--- src/rtl/dual_issue_fetch_ctrl.sv ---
// Dual-issue fetch sequencer: drives PC/PC4 into a dual-read instruction memory,
// issues one or both returned instructions per cycle, and handles redirect, stall and halt.
module dual_issue_fetch_ctrl #(
    parameter int              XLEN     = 64,
    parameter logic [XLEN-1:0] RESET_PC = '0,
    parameter int              CNT_W    = 32
) (
    input  logic             clk,
    input  logic             rst_n,
    input  logic             branch_en,
    input  logic [XLEN-1:0]  branch_pc,
    input  logic             stall,
    input  logic [31:0]      instr1,
    input  logic [31:0]      instr2,
    output logic [XLEN-1:0]  PC,
    output logic [XLEN-1:0]  PC4,
    output logic             slot0_valid,
    output logic [31:0]      slot0_instr,
    output logic [XLEN-1:0]  slot0_pc,
    output logic             slot1_valid,
    output logic [31:0]      slot1_instr,
    output logic [XLEN-1:0]  slot1_pc,
    output logic             halted,
    output logic             misalign,
    output logic [CNT_W-1:0] pair_cnt,
    output logic [CNT_W-1:0] single_cnt
);

    localparam logic [XLEN-1:0]  FOUR  = XLEN'(4);
    localparam logic [XLEN-1:0]  EIGHT = XLEN'(8);
    localparam logic [CNT_W-1:0] ONE   = CNT_W'(1);

    localparam logic [6:0] OP_R    = 7'b0110011;
    localparam logic [6:0] OP_I    = 7'b0010011;
    localparam logic [6:0] OP_LD   = 7'b0000011;
    localparam logic [6:0] OP_ST   = 7'b0100011;
    localparam logic [6:0] OP_BR   = 7'b1100011;
    localparam logic [6:0] OP_JAL  = 7'b1101111;
    localparam logic [6:0] OP_JALR = 7'b1100111;

    typedef enum logic {ST_RUN, ST_HALT} state_t;

    state_t            state_q;
    logic [XLEN-1:0]   pc_q;
    logic              slot0_valid_q, slot1_valid_q;
    logic [31:0]       slot0_instr_q, slot1_instr_q;
    logic [XLEN-1:0]   slot0_pc_q, slot1_pc_q;
    logic              misalign_q;
    logic [CNT_W-1:0]  pair_cnt_q, single_cnt_q;

    logic              split_d;
    logic [XLEN-1:0]   redirect_pc_d;

    function automatic logic writes_rd(input logic [6:0] op);
        return (op == OP_R) || (op == OP_I) || (op == OP_LD) || (op == OP_JAL) || (op == OP_JALR);
    endfunction

    function automatic logic reads_rs2(input logic [6:0] op);
        return (op == OP_R) || (op == OP_ST) || (op == OP_BR);
    endfunction

    function automatic logic is_mem(input logic [6:0] op);
        return (op == OP_LD) || (op == OP_ST);
    endfunction

    function automatic logic is_ctrl(input logic [6:0] op);
        return (op == OP_BR) || (op == OP_JAL) || (op == OP_JALR);
    endfunction

    // Intra-pair hazard: anything that forces slot 1 to wait a cycle.
    always_comb begin
        logic [4:0] rd1;
        logic       dep;
        rd1     = instr1[11:7];
        dep     = ((instr2[6:0] != OP_JAL) && (instr2[19:15] == rd1)) ||
                  (reads_rs2(instr2[6:0]) && (instr2[24:20] == rd1)) ||
                  (writes_rd(instr2[6:0]) && (instr2[11:7] == rd1));
        split_d = (writes_rd(instr1[6:0]) && (rd1 != 5'd0) && dep) ||
                  (is_mem(instr1[6:0]) && is_mem(instr2[6:0])) ||
                  is_ctrl(instr1[6:0]) ||
                  (instr2 == 32'h0);
        redirect_pc_d = {branch_pc[XLEN-1:2], 2'b00};
    end

    always_ff @(posedge clk or negedge rst_n) begin
        if (!rst_n) begin
            state_q       <= ST_RUN;
            pc_q          <= RESET_PC;
            slot0_valid_q <= 1'b0;
            slot1_valid_q <= 1'b0;
            slot0_instr_q <= '0;
            slot1_instr_q <= '0;
            slot0_pc_q    <= '0;
            slot1_pc_q    <= '0;
            misalign_q    <= 1'b0;
            pair_cnt_q    <= '0;
            single_cnt_q  <= '0;
        end else if (branch_en) begin
            state_q       <= ST_RUN;
            pc_q          <= redirect_pc_d;
            slot0_valid_q <= 1'b0;
            slot1_valid_q <= 1'b0;
            if (branch_pc[1:0] != 2'b00) misalign_q <= 1'b1;
        end else if (!stall) begin
            case (state_q)
                ST_RUN: begin
                    if (instr1 == 32'h0) begin
                        state_q       <= ST_HALT;
                        slot0_valid_q <= 1'b0;
                        slot1_valid_q <= 1'b0;
                    end else begin
                        slot0_valid_q <= 1'b1;
                        slot0_instr_q <= instr1;
                        slot0_pc_q    <= pc_q;
                        if (!split_d) begin
                            slot1_valid_q <= 1'b1;
                            slot1_instr_q <= instr2;
                            slot1_pc_q    <= pc_q + FOUR;
                            pc_q          <= pc_q + EIGHT;
                            pair_cnt_q    <= pair_cnt_q + ONE;
                        end else begin
                            slot1_valid_q <= 1'b0;
                            pc_q          <= pc_q + FOUR;
                            single_cnt_q  <= single_cnt_q + ONE;
                        end
                    end
                end
                default: begin
                    slot0_valid_q <= 1'b0;
                    slot1_valid_q <= 1'b0;
                end
            endcase
        end
    end

    assign PC          = pc_q;
    assign PC4         = pc_q + FOUR;
    assign slot0_valid = slot0_valid_q;
    assign slot0_instr = slot0_instr_q;
    assign slot0_pc    = slot0_pc_q;
    assign slot1_valid = slot1_valid_q;
    assign slot1_instr = slot1_instr_q;
    assign slot1_pc    = slot1_pc_q;
    assign halted      = (state_q == ST_HALT);
    assign misalign    = misalign_q;
    assign pair_cnt    = pair_cnt_q;
    assign single_cnt  = single_cnt_q;

endmodule

--- config.mk ---
export PLATFORM = sky130hd
export DESIGN_NAME = dual_issue_fetch_ctrl
export DESIGN_NICKNAME = d
export VERILOG_FILES = /design/src/rtl/dual_issue_fetch_ctrl.sv
export SDC_FILE = /design/constraint.sdc
export NUM_CORES = 1
export LEC_CHECK = 0
export CELL_PAD_IN_SITES_DETAIL_PLACEMENT = 1
export CELL_PAD_IN_SITES_GLOBAL_PLACEMENT = 1
export CORE_MARGIN = 3
export CORE_UTILIZATION = 26
export DETAILED_ROUTE_END_ITERATION = 8
export GPL_TIMING_DRIVEN = 0
export PLACE_DENSITY_LB_ADDON = 0.1
export SLEW_MARGIN = 20
export SYNTH_ARGS = -nofsm -noshare
export SYNTH_HDL_FRONTEND = slang
export SYNTH_SLANG_ARGS = --single-unit
--- constraint.sdc ---
create_clock -name clk -period 5.3 [get_ports clk]
set_input_delay 0.53 -clock clk [delete_from_list [all_inputs] [get_ports clk]]
set_output_delay 0.53 -clock clk [all_outputs]
set_load 0.05 [all_outputs]
## Word level (Yosys, flattened, before mapping)

Cells that the tools add are included.

- Bits in registers: 324
- Bits in latches: 0
- Memory bits (writable): 0
- Bits in read-only memories: 0
- Bits of input ports: 132
- Output and inout port bits: 388
- Logic and storage cells: 93
- Memories kept: 0

- Add/sub/neg operators: 4
- Multipliers: 0
- Divide/modulo/power cells: 0
- Order comparisons: 0
- Equality and inequality tests: 21
- Shift-type cells: 0
- Multiplexer cells: 18
- Bitwise operators: 5
- Reductions and logical operators: 34

Operator list:

| operator | count |
|---|---|
| two-way mux 64 bit | 5 |
| adder 32 x 1 -> 32 bit, second input constant | 2 |
| adder 64 x 3 -> 64 bit, second input constant | 1 |
| adder 64 x 4 -> 64 bit, second input constant | 1 |
| logical NOT 32 bit | 2 |
| equality test 7 bit, second input constant | 6 |
| equality test 7 x 6 -> 1 bit, second input constant | 4 |
| logical OR 1 bit | 19 |
| equality test 5 bit | 3 |
| equality test 7 x 2 -> 1 bit, second input constant | 2 |
| equality test 7 x 5 -> 1 bit, second input constant | 2 |
| two-way mux 1 bit | 13 |
| AND reduction 5 bit | 2 |
| inequality test 7 bit, second input constant | 1 |
| logical AND 1 bit | 6 |
| inequality test 2 bit, second input constant | 3 |
| inverter 1 bit | 5 |
| nonzero test 5 bit | 1 |
| AND reduction 4 bit | 1 |
| AND reduction 3 bit | 1 |
| AND reduction 2 bit | 1 |
| nonzero test 2 bit | 1 |

## Longest topological paths before layout

Gate-level depths: netlist of the first run.

- Depth in word-level cells: 16
- Gate-level depth with buffers: 12

## Worst setup path after synthesis of the first run

No wires, ideal clock.

- Kind: flip-flop to output port
- Start point: register pc_q[4], in the netlist PC[4]
- End point: output PC4[59]
- Arrival time: 3.494 ns
- Data required time: 4.770 ns
- Slack: 1.276 ns
- Cell stages (with the launch flop): 10
- Cells stage by stage: dfrtp_1 -> ha_1 -> nand3_1 -> nor4_1 -> nand2_1 -> or4_1 -> clkbuf_1 -> or2_1 -> nor3_1 -> xor2_1

- Cells in the longest elaborated chain, start to end: 1

Ends and longest elaborated chain:

| what | line | text |
|---|---|---|
| start: declaration | 44 | `logic [XLEN-1:0] pc_q;` |
| start signal: assignment | 100 | `pc_q <= redirect_pc_d;` |
| start signal: assignment | 119 | `pc_q <= pc_q + EIGHT;` |
| start signal: assignment | 123 | `pc_q <= pc_q + FOUR;` |
| adder 64 x 3 -> 64 bit | 137 | `assign PC4 = pc_q + FOUR;` |
| end: declaration | 16 | `output logic [XLEN-1:0] PC4,` |

No other way between the ends.

## Final worst setup path of the first run

- Start point: register pc_q[2], in the netlist PC[2]
- End point: output PC4[38]

Same word-level chain as after synthesis.

==> results_dict.tcl, run 1 <==
set metrics [dict create \
    synth_cell_types 58 \
    cts_htree_levels 2 \
    end_kind "output pin" \
    stdcell_count 3112 \
    synth_area_mm2 0.01543 \
    post-route-period-util_pct 96.56 \
    finalSetupViolations 0 \
    gp_congestion 0.8555 \
    grt_pass1_wl_um 110500 \
    startpoint "PC[2]$_DFFE_PN0P_" \
    routed_via_density 4.759 \
    die_width_um 249.6 \
    route.detailed.drc 0 \
    rsz0062_at_grt "no" \
    first_global_vias 15780 \
    area_growth_syn_to_layout_pct 49.05 \
    final.min_clock_period_ps 5118 \
    max_stage_delay_ps 610 \
    synth_cells 1752 \
    tightest_slew_ps 1133 \
    drt_iter0_drc 663 \
    cp_max_fo 7 \
    clockBufferDepth 3 \
    cts_buffers 41 \
    pwr-share-clk_pct 33.3 \
    dr.pass1.iters 5 \
    cap_violations 0 \
    rr_startpoint "PC[3]$_DFFE_PN0P_" \
    crit_buf_inv 3 \
    synth-seq-cells 318 \
    cts_tree "built" \
    switching_share_pct 38.69 \
    cts.clk_slew.worst_paths_ps 70 \
    peakVddDrop_v 0.0002799 \
    p_sw_mw 3.328 \
    start_util_pct 26.50 \
    die_y_um 249.6 \
    syn_area_per_cell_um2 8.809 \
    crit_path_top_delay_cell "dlygate4sd2_1" \
    r2r_setup_slack_ps 1560 \
    cp_top_family "simple AND/OR/NAND/NOR gates" \
    comb_power_share_pct 32.5 \
    yosys_warnings 0 \
    hold_class "primary input to register" \
    core_area_mm2 0.05825 \
    startpoint_type "register" \
    maxSlewViolCount 0 \
    ys_seq_area_share_pct 51.56 \
    post_drt_wl_per_cell_um 24.10 \
    clockRootBuffer "clkbuf_16" \
    endpoint "PC4[38]" \
    antenna_found_initial 6 \
    row_count 88 \
    fill_cells 6674 \
    slew_headroom_pct 24.48 \
    finalWirelength_um 75010 \
    finalHoldViolCount 0 \
    grt_usage_pct 23.53 \
    required_ps 4770 \
    dr_total_vias 14810 \
    crit_chain "ha_1 > nand3_1 > nor4_2 > buf_2 > buf_2 > nand2_1 > nor2_1 > nand2_1 > xnor2_2 > dlygate4sd2_1" \
    powerDensity_mw_per_mm2 374.0 \
    r2r_end "PC[57]$_DFFE_PN0P_" \
    drive_gt1_share_pct 5.885 \
    r2r_cells 9 \
    p_leak_nw 9.867 \
    worstSetupPathType "register to output pin" \
    grt_max_degree 91 \
    worstSetupPathDepth 10 \
    grt-ovfl-total 0 \
    place.detailed.hpwl_um 58500 \
    dieArea_mm2 0.06232 \
    io_pins 520 \
    clock-sinks 318 \
    async_reset_ff_share_pct 100.0 \
    io_buffers 507 \
    fin_nets 2451 \
    final_common_cell "nand2_1" \
    pwr-share-seq_pct 34.2 \
    synth-edff-count 0 \
    max_freq_ghz 0.1954 \
    finClkSkew_ps 21.93 \
    ant_nets 0 \
    clkLatencyLatePin_ps 570 \
    cts_setup_buffers 0 \
    outcome "completed" \
    p_int_mw 5.275 \
    ys.flop_type "dfrtp_1" \
    tns_ps 0 \
    post-place-cells 3036 \
    power_mw 8.603 \
    final_cell_mix "nand2_1 (565), clkdlybuf4s50_1 (488), dfrtp_1 (318), nor2_1 (150), xnor2_1 (119)" \
    critical_path_arrival_ps 4590 \
]
==> synthesized netlist by cell type, types with 2 or more instances <==
| master | count | share of area (%) |
|---|---|---|
| a211oi_1 | 2 | 0.097 |
| a21oi_1 | 8 | 0.26 |
| a311oi_1 | 2 | 0.11 |
| a31oi_1 | 2 | 0.081 |
| and2_1 | 13 | 0.53 |
| and3_1 | 24 | 0.97 |
| and4_1 | 15 | 0.85 |
| buf_1 | 7 | 0.17 |
| buf_2 | 14 | 0.45 |
| buf_4 | 8 | 0.39 |
| clkbuf_1 | 83 | 2.0 |
| clkbuf_2 | 3 | 0.097 |
| dfrtp_1 | 318 | 52 |
| ha_1 | 4 | 0.32 |
| inv_1 | 8 | 0.19 |
| mux2_2 | 24 | 1.8 |
| mux2i_1 | 2 | 0.13 |
| nand2_1 | 565 | 14 |
| nand2b_1 | 5 | 0.20 |
| nand3_1 | 68 | 2.2 |
| nand4_1 | 37 | 1.5 |
| nor2_1 | 150 | 3.6 |
| nor2b_1 | 3 | 0.12 |
| nor3_1 | 33 | 1.1 |
| nor4_1 | 38 | 1.5 |
| o2111ai_1 | 2 | 0.11 |
| o211ai_1 | 12 | 0.58 |
| o21ai_0 | 56 | 1.8 |
| o21ai_1 | 14 | 0.45 |
| o31a_1 | 2 | 0.11 |
| o31ai_1 | 2 | 0.097 |
| or2_2 | 3 | 0.12 |
| or3_1 | 8 | 0.32 |
| or4_1 | 3 | 0.15 |
| xnor2_1 | 124 | 7.0 |
| xor2_1 | 68 | 3.9 |
==> flip-flops by register name, indices dropped and copies added (netlist names) <==
signal,count
misalign,1
slot0_pc,62
slot1_valid,1
slot0_valid,1
pair_cnt,32
halted,1
slot1_pc,62
PC,62
slot1_instr,32
single_cnt,32
slot0_instr,32
==> repair_timing <==
item / CTS / global route
endpoints found under the hold margin: 72 / 0
resized for setup: 21 / 11
cloned: 0 / 0
hold buffers: 1 / 0
setup endpoints to repair: 23 / 8
==> power groups by stage <==
stage               combinational, mW  clock [mW]  sequential [mW]
CTS                              2.83        2.97             2.94
finish                           2.80        2.86             2.94
detailed placement               2.82           0             2.98
global route                     2.93        3.07             2.98
global placement                 2.80           0             2.98
floorplan                       0.662           0             3.93
==> cell type report <==
class                   count  area [um^2]  area share, %
flip-flops and latches    318         7958          34.59
diodes                      2        5.005        0.02176
repair buffers            513         5156          22.42
clock inverters            13        193.9         0.8431
well taps                 765        957.2          4.161
plain buffers             116        494.2          2.148
multi-input cells        1317         7052          30.66
clock buffers              60         1157          5.031
inverters                   8        30.03         0.1305
==> tightest hold or removal path: cells and delay by family <==
kind                   cells  cell delay (ps)
buffers and inverters      1              170
and+or+nand+nor            2              140
==> metal layers <==
metal / wire length, um / part of all wire, % / track usage, %
met2: 36670 / 49 / 40.34
met3: 4220 / 5.6 / 5.304
met5: 45 / 0.060 / 0
met1: 32640 / 44 / 30.32
met4: 1429 / 1.9 / 5.056
==> how the worst min path moves through the flow <==
stage,start,end,slack (ps),depth (start not counted)
detailed placement,slot1_instr[24]$_DFFE_PN0P_,slot1_instr[24]$_DFFE_PN0P_,460,2
global route,instr1[9],slot0_instr[9]$_DFFE_PN0P_,330,3
CTS,instr1[9],slot0_instr[9]$_DFFE_PN0P_,290,3
global placement,misalign$_DFFE_PN0P_,misalign$_DFFE_PN0P_,450,1
finish,instr1[9],slot0_instr[9]$_DFFE_PN0P_,330,3
floorplan,rst_n,PC[10]$_DFFE_PN0P_,230,0
==> cell families (layout without fill, tap and decap cells) <==
family                   after synthesis  count (layout)  synth area share, %
AO/OA/AOI/OAI                        110             110                4.175
flip-flops                           318             318                51.56
adder cells (fa/ha/maj)                4               4               0.3243
AND/OR/NAND/NOR                      976             976                27.67
XOR/XNOR                             192             192                10.90
buffers and inverters                124             710                3.397
multiplexers                          27              27                1.954
other                                  1              10              0.02430
==> metrics by stage <==
stage	setup slack (ps)	hold WS, ps	instance area [um^2]	utilization (%)
6_report	182.2	328.5	23000	39.49
5_1_grt	17.89	327.4	23000	39.49
4_1_cts	2.737	289.1	22980	39.46
3_5_place_dp	-218.5	462.1	21610	37.09
3_3_place_gp	-11580	449.4	21490	36.90
2_1_floorplan	1276	234.4	15460	-
No activity file was read; power rests on OpenSTA's default activity.
==> run 2: changes to the inputs <==
- REMOVE_ABC_BUFFERS: default -> 1
==> run 2 against run 1 <==
  * Clock power grew 3%
  * Sequential share of layout area grew 0.15 points
  * Die area is the same
  * Largest cell class unchanged
  * Sequential cell count is the same
  * Largest power group unchanged
  * Global-route usage shrank 1.7 points
  * Core utilization shrank 0.16 points
  * Count of clock-buffer cells in the layout grew 1
  * Highest routed layer unchanged
  * First-iteration DRC count shrank 15%
  * Sequential power grew 2%
  * Fmax grew 1.2%
==> results_dict.tcl, run 2 (synthesis results as in run 1) <==
set metrics [dict create \
    clockBufferDepth 3 \
    r2r_cells 9 \
    dr.pass1.iters 4 \
    max_stage_delay_ps 840 \
    core_area_mm2 0.05825 \
    clockRootBuffer "clkbuf_16" \
    first_global_vias 15280 \
    r2r_end "pair_cnt[12]$_DFFE_PN0P_" \
    crit_path_top_delay_cell "clkdlybuf4s50_1" \
    max_freq_ghz 0.1977 \
    cp_max_fo 8 \
    worstSetupPathType "register to output pin" \
    die_y_um 249.6 \
    drive_gt1_share_pct 5.833 \
    critical_path_arrival_ps 4530 \
    rsz0062_at_grt "no" \
    dp_slack_ps -243.0 \
    powerDensity_mw_per_mm2 376.3 \
    ant_nets 0 \
    finalWirelength_um 68960 \
    place.detailed.hpwl_um 51930 \
    cts.clk_slew.worst_paths_ps 60 \
    gp_congestion 0.7938 \
    p_leak_nw 9.825 \
    cts_tree "built" \
    fin_nets 2351 \
    routed_via_density 4.708 \
    cp_top_family "simple AND/OR/NAND/NOR gates" \
    final_common_cell "nand2_1" \
    antenna_found_initial 8 \
    post-route-period-util_pct 95.42 \
    finalHoldViolCount 0 \
    design_area_mm2 0.02291 \
    cts_buffers 41 \
    grt-ovfl-total 0 \
    peakVddDrop_v 0.0002680 \
    start_util_pct 26.50 \
    route.detailed.drc 0 \
    cts_setup_buffers 0 \
    cap_violations 0 \
    row_count 88 \
    maxSlewViolCount 0 \
    drt_iter0_drc 564 \
    clock-sinks 318 \
    slew_headroom_pct 31.47 \
    final.min_clock_period_ps 5057 \
    startpoint_type "register" \
    fin_ws_ps 242.6 \
    required_ps 4770 \
    finClkSkew_ps 23.20 \
    die_width_um 249.6 \
    hold_end "slot0_instr[28]$_DFFE_PN0P_" \
    outcome "completed" \
    clkLatencyLatePin_ps 580 \
    hold_class "register to register" \
    tns_ps 0 \
    r2r_setup_slack_ps 1130 \
    grt_max_degree 87 \
    cts_htree_levels 2 \
    tightest_slew_ps 1024 \
    final_cell_mix "nand2_1 (564), clkdlybuf4s50_1 (496), dfrtp_1 (317), nor2_1 (149), xnor2_1 (124)" \
    end_kind "output pin" \
    crit_chain "nand4_1 > nor2_1 > nand3_1 > or4_1 > or2_1 > nor2_1 > xor2_1 > clkdlybuf4s50_1" \
    min_delay_path_depth 2 \
    dieArea_mm2 0.06232 \
    finalSetupViolations 0 \
    post_drt_wl_per_cell_um 22.87 \
    io_pins 520 \
    area_growth_syn_to_layout_pct 48.46 \
    io_buffers 511 \
    grt_pass1_wl_um 103600 \
    crit_buf_inv 1 \
    grt_usage_pct 21.80 \
    cpMostUsedCell "nor2_1" \
    hold_start "slot0_instr[28]$_DFFE_PN0P_" \
    rr_startpoint "halted$_DFFE_PN0N_" \
    place_area_mm2 0.02145 \
    dr_total_vias 14200 \
    final_util_pct 39.34 \
]
[run 2: cell count changes in the layout (fill, tap and decap cells not counted), moves of 5 or more]
cell,delta
buf_1,-7
clkdlybuf4s50_1,+8
clkbuf_2,-6
buf_12,+5
buf_2,-15
clkbuf_1,-87
buf_4,-7
xnor2_2,-5
xnor2_1,+5
dlygate4sd2_1,-6
[run 2: worst max path at each step]
stage                          endpoint  cells after the start  slack [ps]                from
2_1_floorplan   pair_cnt[3]$_DFFE_PN0P_                      6       -1590  halted$_DFFE_PN0N_
4_1_cts                         PC4[30]                      8          10   PC[2]$_DFFE_PN0P_
5_1_grt                         PC4[47]                      8           6  PC[31]$_DFFE_PN0P_
3_3_place_gp   slot1_pc[60]$_DFFE_PN0P_                      5      -13110           branch_en
3_5_place_dp                    PC4[62]                      9        -240   PC[2]$_DFFE_PN0P_
6_report                        PC4[47]                      8         240  PC[31]$_DFFE_PN0P_
[run 2: worst reg2reg max path: stages, from the launching register on]
cell and delay (ps):
dfrtp_1 390, nor2_1 110, o31a_2 620, and2_4 660
buf_16 330, nand3_4 400, buf_12 320, nor2_1 820
nand4_1 220, xnor2_1 180
[run 2: layout make-up]
class	count	area, um^2
inverters	8	30.03
multi-input cells	1317	7068
fillers	6712	35330
clock inverters	13	171.4
diodes	4	10.01
flip-flops and latches	318	7961
clock buffers	61	1234
well taps	765	957.2
repair buffers	529	5480
[run 2: stage by stage]
| step | hold WS (ps) | power [mW] | instances |
|---|---|---|---|
| 2_1_floorplan | 234.4 | 4.558 | 1643 |
| 3_3_place_gp | 454.2 | 5.735 | 2919 |
| 3_5_place_dp | 461.1 | 5.754 | 2936 |
| 4_1_cts | 466.1 | 8.778 | 3011 |
| 5_1_grt | 484.7 | 9.013 | 3013 |
| 6_report | 469.3 | 8.622 | 3015 |
[run 2: per-layer routing]
metal / track usage [%] / vias up / share of wire (%)
li1: - / 6664 / -
met1: 27.84 / 7114 / 43
met2: 36.84 / 336 / 49
met3: 5.502 / 74 / 5.8
met4: 5.504 / 8 / 2.0
met5: 0 / - / 0.083
[run 2: report_power, final]
part | switching [mW] | internal, mW
Sequential | 0.287 | 2.71
Combinational | 1.83 | 0.850
Clock | 1.14 | 1.80
Total | 3.26 | 5.36
[run 2: what timing repair did]
item / CTS / global route
endpoints found under the hold margin: 43 / 0
pin swaps: 0 / 1
hold buffers: 1 / 0
gates resized for setup: 13 / 6
setup endpoints to repair: 37 / 12
